`config.mk`:
```
export PLATFORM = sky130hd
export DESIGN_NAME = adder_arbiter
export DESIGN_NICKNAME = d
export VERILOG_FILES = /design/src/rtl/adder_arb_pkg.sv /design/src/rtl/adder_arb_pick.sv /design/src/rtl/full_adder.sv /design/src/rtl/adder_arbiter.sv
export SDC_FILE = /design/constraint.sdc
export NUM_CORES = 1
export LEC_CHECK = 0
export ABC_CLOCK_PERIOD_IN_PS = 3000
export CORE_MARGIN = 3
export CORE_UTILIZATION = 36
export CTS_BUF_LIST = sky130_fd_sc_hd__clkbuf_4 sky130_fd_sc_hd__clkbuf_8
export DETAILED_ROUTE_END_ITERATION = 10
export GPL_TIMING_DRIVEN = 1
export PLACE_DENSITY = 0.68
export SETUP_SLACK_MARGIN = 0.15
export SYNTH_ARGS = -nofsm -noshare
export SYNTH_HDL_FRONTEND = slang
export SYNTH_HIERARCHICAL = 1
export SYNTH_SLANG_ARGS = --single-unit
```
`constraint.sdc`:
```
create_clock -name clk -period 3 [get_ports clk]
set_clock_uncertainty 0.1 [all_clocks]
set_input_delay 0.45 -clock clk [delete_from_list [all_inputs] [get_ports clk]]
set_output_delay 0.45 -clock clk [all_outputs]
set_load 0.01 [all_outputs]
```
`src/rtl/adder_arb_pkg.sv`:
```
// Shared definitions for the two-requester adder arbiter.
package adder_arb_pkg;

  localparam int NUM_REQ = 2;
  localparam int DATA_W  = 8;

  typedef enum logic [1:0] {
    IDLE = 2'b00,
    CALC = 2'b01,
    RESP = 2'b10
  } arb_state_e;

endpackage

```
`src/rtl/adder_arb_pick.sv`:
```
// Combinational grant picker for the adder arbiter.
// Build option: ADDER_ARB_RR_EN selects round-robin on contention; when it is
// undefined requester 0 has fixed priority and last_grant is ignored.
module adder_arb_pick
  import adder_arb_pkg::*;
(
  input  logic [NUM_REQ-1:0] req_valid,
  input  logic               last_grant,
  output logic               gnt_vld,
  output logic               gnt_idx
);

  // Kept so the fixed-priority build does not leave the port dangling.
  logic unused_last_grant;
  assign unused_last_grant = last_grant;

  // Pick the winner; a lone requester always wins regardless of history.
  always_comb begin
    gnt_vld = |req_valid;
    gnt_idx = 1'b0;
`ifdef ADDER_ARB_RR_EN
    if (&req_valid) begin
      gnt_idx = ~last_grant;
    end else begin
      gnt_idx = req_valid[1];
    end
`else
    gnt_idx = req_valid[1] & ~req_valid[0];
`endif
  end

endmodule

```
`src/rtl/full_adder.sv`:
```
// Shared ripple-carry adder; carry out of the top bit is dropped, so the
// result is A+B modulo 2**W.
module full_adder #(
  parameter int W = 8
) (
  input  logic [W-1:0] a,
  input  logic [W-1:0] b,
  output logic [W-1:0] sum
);

  logic [W-1:0] carry;

  assign carry[0] = 1'b0;

  // Bit-serial carry chain; the carry generated by the top bit is never formed.
  for (genvar i = 0; i < W - 1; i++) begin : g_carry
    assign carry[i+1] = (a[i] & b[i]) | (a[i] & carry[i]) | (b[i] & carry[i]);
  end

  // Sum bits from the propagated carries.
  assign sum = a ^ b ^ carry;

endmodule

```
`src/rtl/adder_arbiter.sv`:
```
// Two-requester arbiter in front of one shared 8-bit adder.
// Build option: ADDER_ARB_RR_EN (round-robin on contention, else requester 0
// has fixed priority); the choice lives in adder_arb_pick.
//
// state | meaning
// ------+----------------------------------------------------------
// IDLE  | waiting for a request; grant and operand capture happen here
// CALC  | adder sees op_a/op_b; sum captured at the end of the cycle
// RESP  | rsp_valid[grant] held with stable rsp_sum until consumed
module adder_arbiter
  import adder_arb_pkg::*;
#(
  parameter int DATA_W = 8
) (
  input  logic              clk,
  input  logic              rst_n,
  input  logic [1:0]        req_valid,
  output logic [1:0]        req_ready,
  input  logic [DATA_W-1:0] a0,
  input  logic [DATA_W-1:0] b0,
  input  logic [DATA_W-1:0] a1,
  input  logic [DATA_W-1:0] b1,
  output logic [1:0]        rsp_valid,
  input  logic [1:0]        rsp_ready,
  output logic [DATA_W-1:0] rsp_sum,
  output logic              busy
);

  arb_state_e        state_q, state_d;
  logic              grant_q, grant_d;
  logic              last_grant_q, last_grant_d;
  logic [DATA_W-1:0] op_a_q, op_a_d;
  logic [DATA_W-1:0] op_b_q, op_b_d;
  logic [DATA_W-1:0] rsp_sum_q, rsp_sum_d;
  logic [DATA_W-1:0] add_sum;
  logic              busy_q;
  logic              gnt_vld, gnt_idx;

  adder_arb_pick u_pick (
    .req_valid  (req_valid),
    .last_grant (last_grant_q),
    .gnt_vld    (gnt_vld),
    .gnt_idx    (gnt_idx)
  );

  full_adder #(.W(DATA_W)) u_adder (
    .a   (op_a_q),
    .b   (op_b_q),
    .sum (add_sum)
  );

  // Next-state, operand capture and the combinational accept strobe.
  always_comb begin
    state_d      = state_q;
    grant_d      = grant_q;
    last_grant_d = last_grant_q;
    op_a_d       = op_a_q;
    op_b_d       = op_b_q;
    rsp_sum_d    = rsp_sum_q;
    req_ready    = 2'b00;
    case (state_q)
      IDLE: begin
        if (gnt_vld) begin
          // Masked by reset so nothing looks accepted while rst_n is low.
          req_ready[gnt_idx] = rst_n;
          grant_d            = gnt_idx;
          last_grant_d       = gnt_idx;
          op_a_d             = gnt_idx ? a1 : a0;
          op_b_d             = gnt_idx ? b1 : b0;
          state_d            = CALC;
        end
      end
      CALC: begin
        rsp_sum_d = add_sum;
        state_d   = RESP;
      end
      RESP: begin
        // Only the granted requester's ready can retire the response.
        if (rsp_ready[grant_q]) begin
          state_d = IDLE;
        end
      end
      default: state_d = IDLE;
    endcase
  end

  // State and datapath registers with synchronous active-low reset.
  always_ff @(posedge clk) begin
    if (!rst_n) begin
      state_q      <= IDLE;
      grant_q      <= 1'b0;
      last_grant_q <= 1'b1;
      op_a_q       <= '0;
      op_b_q       <= '0;
      rsp_sum_q    <= '0;
      busy_q       <= 1'b0;
    end else begin
      state_q      <= state_d;
      grant_q      <= grant_d;
      last_grant_q <= last_grant_d;
      op_a_q       <= op_a_d;
      op_b_q       <= op_b_d;
      rsp_sum_q    <= rsp_sum_d;
      busy_q       <= (state_d != IDLE);
    end
  end

  // Response valid is a pure decode of registered state and grant.
  always_comb begin
    rsp_valid = 2'b00;
    if (state_q == RESP) begin
      rsp_valid[grant_q] = 1'b1;
    end
  end

  assign rsp_sum = rsp_sum_q;
  assign busy    = busy_q;

endmodule

```
Yosys cells after proc, flatten, opt, wreduce, memory -nomap -nowiden
Index checks and enable logic that the tools add are counted.

operators by class
  $lt $le $gt $ge = 4
  equal/unequal tests = 2
  mux-type cells = 14
  bitwise logic cells = 36
  reduce and logical (&&, ||, !) cells = 6

operators by type and width
  operator                                                                       number
  1-bit AND                                                                      20
  8-bit 2-to-1 mux                                                               2
  8-bit XOR                                                                      2
  1-bit bitwise OR                                                               12
  2-bit 2-to-1 mux                                                               5
  2-bit case mux with 3 select lines                                             1
  1-bit by 2-bit less-than comparator with 1-bit output (second input constant)  2
  1-bit 2-to-1 mux                                                               4
  2-bit AND                                                                      1
  1-bit demux with 1-bit select                                                  2
  2-bit by 1-bit equality test with 1-bit output (second input constant)         1
  2-bit equality test (second input constant)                                    1
  1-bit greater-or-equal comparator (second input constant)                      2
  1-bit logical AND                                                              2
  2-bit logical NOT                                                              1
  2-bit AND reduction                                                            1
  2-bit nonzero test                                                             1
  2-bit OR reduction                                                             1
  1-bit NOT                                                                      1

word-level totals
  register bits = 28
  input bits = 38
  output and inout port bits = 13
  logic and storage cells = 68

Depth between registers and ports, before layout
  word-level depth = 20
  depth in mapped cells = 10
  depth with buffers taken out = 10

By module
The synthesis kept the hierarchy.

by module, submodules not included
  module          instances  cells each  area each (um^2)  sequential area each (um^2)
  adder_arbiter   1          114         1362.6            580.6
  full_adder      1          8           156.4             0.0
  adder_arb_pick  1          2           12.5              0.0

Worst setup path before layout
OpenSTA, ideal clock, no wires.

  kind = register -> register
  start point = register op_a_q[0]
  end point = register rsp_sum_q[7] (netlist: rsp_sum[7])
  library setup time = 76 ps
  arrival = 3125 ps
  data required time = 2824 ps
  setup slack = -300 ps
  cell stages (with the launch flop) = 11
  buffers on the path = 0
  period minus slack after synthesis = 3300 ps
  path through = dfxtp_1 -> ha_1 -> fa_1 -> fa_1 -> fa_1 -> fa_1 -> fa_1 -> fa_1 -> xor3_1 -> nand2_1 -> a21boi_0

between the ends
  longest elaborated chain between the ends = 20
  elaborated cells between the ends (all ways) = 26
  those cells by class = bitwise: 26

ends and longest elaborated chain
  element                 RTL line              source
  from (decl)             adder_arbiter.sv:32   logic [DATA_W-1:0] op_a_q, op_a_d;
  from (signal assigned)  adder_arbiter.sv:101  op_a_q <= op_a_d;
  1-bit AND (*)           full_adder.sv:17      assign carry[i+1] = (a[i] & b[i]) | (a[i] & carry[i]) | (b[i] & carry[i]);
  1-bit AND               full_adder.sv:17
  1-bit bitwise OR        full_adder.sv:17
  1-bit bitwise OR (*)    full_adder.sv:17
  1-bit AND               full_adder.sv:17
  1-bit bitwise OR        full_adder.sv:17
  1-bit bitwise OR (*)    full_adder.sv:17
  1-bit AND               full_adder.sv:17
  (+5 left out)           --
  1-bit AND               full_adder.sv:17
  1-bit bitwise OR        full_adder.sv:17
  1-bit bitwise OR (*)    full_adder.sv:17
  1-bit AND               full_adder.sv:17
  1-bit bitwise OR        full_adder.sv:17
  1-bit bitwise OR (*)    full_adder.sv:17
  8-bit XOR (*)           full_adder.sv:21      assign sum = a ^ b ^ carry;
  net add_sum[7]          adder_arbiter.sv:35   logic [DATA_W-1:0] add_sum;
  to (signal assigned)    adder_arbiter.sv:103  rsp_sum_q <= rsp_sum_d;
  to (decl)               adder_arbiter.sv:34   logic [DATA_W-1:0] rsp_sum_q, rsp_sum_d;

The timed path passes the listed nets; every way through them passes the cells marked *.
A chain may end at the register's enable or synchronous reset.

Worst setup path in the final report
Ends and elaborated chain as after synthesis.

==> flow_metrics.tcl <==
set metrics [dict create \
    status "finished, violations left" \
    violations "negative setup slack" \
    setup_ws_ns -0.0594 \
    antenna_found_initial 0 \
    clockPowerShare 0.249 \
    wl_met3_um 181 \
    grt_max_degree 19 \
    met2_length_mm 1.49 \
    comb_power_share 0.257 \
    clkSinkCount 28 \
    avgRoutedWirePerCell_um 13.3 \
    clkTransAtPathRegs_ns 0.09 \
    leakagePower_nw 0.768 \
    reg2reg_from "op_a_q[0]$_SDFFE_PN0P_" \
    initial_core_util 0.391 \
    grt_pass1_wl_mm 5.15 \
    holdCritPathClass "flop to flop" \
    peakVddDrop_mv 0.175 \
    diodes 0 \
    hold_start "rsp_sum[1]$_SDFFE_PN0P_" \
    dp.final_hpwl_mm 2.28 \
    finalPower_uw 895 \
    nNetsFinal 218 \
    worst-setup-path-type "flop to flop" \
    rsz0062_at_grt "true" \
    powerDensity_nw_per_um2 426 \
    hold_buffers 0 \
    multi_input_area_um2 870 \
    fillers 318 \
    rows 22 \
    die_w_um 70.4 \
    cts_root_buffer "clkbuf_8" \
    wl_met1_mm 1.26 \
    wl_mm 2.93 \
    hold_viol 0 \
    internal_power_uw 661 \
    setup_viol 2 \
    dieArea_um2 4960 \
    p_sw_frac 0.261 \
    area_growth_pct 40.5 \
    required_ns 3.11 \
    synthCells 121 \
    worst-path-max-fanout 2 \
    ioPinCount 51 \
    gp_congestion 0.744 \
    gr-total-overflow 0 \
    fp.coreArea_um2 3830 \
    grt_pass1_vias 1128 \
    period_minus_slack_ns 3.06 \
    r2r_slack_ns -0.06 \
    die_h_um 70.4 \
    pwr-share-seq 0.494 \
    slew_headroom 0.753 \
    port_buffers 50 \
    avgSynthCellArea_um2 12.4 \
    max_freq_ghz 0.327 \
    cp-startpoint "op_a_q[0]$_SDFFE_PN0P_" \
    grt_usage 0.128 \
    drive_above_1_share 0.192 \
    clock_insertion_delay_worst_skew_ns 0.26 \
    top_layer_used "met3" \
    drtPass1Iterations 3 \
    cts_max_level 1 \
    cts_buffer_depth 2 \
    via_count 1015 \
    seqCellArea_um2 563 \
    power.switching_uw 234 \
    syn_area_um2 1500 \
    cp-end-kind "flop" \
    numCtsBuffers 3 \
    drc 0 \
    cp.arrival_ns 3.17 \
    post-route-util 0.549 \
    startpoint_type "flop" \
    syn_nets 166 \
    drv_slew 0 \
    detail-route-antenna-nets 0 \
    cap_violations 0 \
    worstMarginPinSlew_ns 0.370 \
    finalCritPeriodShare 1.02 \
    cts_tree "yes" \
    synth_warnings 6 \
    first_iter_violations 48 \
    viasPerCell 4.61 \
]
sequential cells by signal, summed over array words and instances, names as in the netlist:
register / flops
rsp_sum: 8
grant_q: 1
busy: 1
op_b_q: 8
state_q: 2
op_a_q: 8
power groups by stage:
stage	sequential, mW	clock (mW)	combinational, mW
after floorplan	0.449	0	0.138
after global placement	0.448	0	0.226
after detailed placement	0.450	0	0.230
after CTS	0.443	0.233	0.235
after global routing	0.447	0.246	0.255
final	0.442	0.223	0.230
what timing repair did:
action                                  in CTS  in global routing
endpoints found under the setup margin       2                  3
pin swaps                                    1                  1
gates resized for setup                      3                  1
buffers inserted                             1                  0
routing by layer:
metal | vias up | global-route usage
li1 | 522 | -
met1 | 457 | 0.166
met2 | 36 | 0.222
met3 | 0 | 0.0259
met4 | 0 | 0.0191
met5 | - | 0
final cells by class:
class,instances,share of cell area
flip-flops and latches,28,0.268
inverters,2,0.00357
repair buffers,56,0.260
multi-input cells,82,0.414
clock buffers,4,0.0262
well taps,48,0.0286
critical path, stage by stage (launching register included):
cell and delay, ns:
dfxtp_2 0.34, ha_4 0.16, fa_2 0.33, fa_2 0.34
fa_2 0.34, fa_2 0.34, fa_2 0.34, fa_2 0.33
xor3_1 0.21, nand2_1 0.05, a21boi_1 0.11
placed cells by master (no fill, tap or decap), types with 3 or more instances in the layout:
master	instances
nand2_1	19
mux2i_1	17
a21boi_0	5
o2bb2ai_1	7
a21boi_1	3
fa_2	6
o2bb2ai_4	7
clkdlybuf4s50_1	50
buf_4	6
dfxtp_1	26
clkbuf_8	4
worst paths after layout:
check | end | cells past startpoint
max | rsp_sum[7]$_SDFFE_PN0P_ | 10
min | rsp_sum[1]$_SDFFE_PN0P_ | 2
min reg2reg | rsp_sum[1]$_SDFFE_PN0P_ | 2
max reg2reg | rsp_sum[7]$_SDFFE_PN0P_ | 10
through the flow:
step                      instance area (µm²)  setup WS (ns)  instances  TNS, ns  hold slack, ns
after global routing                     2100         -0.155        220   -0.308           0.396
final                                    2100        -0.0594        220   -0.103           0.364
after CTS                                2100        -0.0796        220   -0.148           0.371
after global placement                   2030        -0.0626        215  -0.0840           0.353
after floorplan                          1510        -0.0261        121  -0.0270           0.334
after detailed placement                 2030        -0.0921        215   -0.154           0.358
Note: power is estimated with default switching activity, not from simulation.
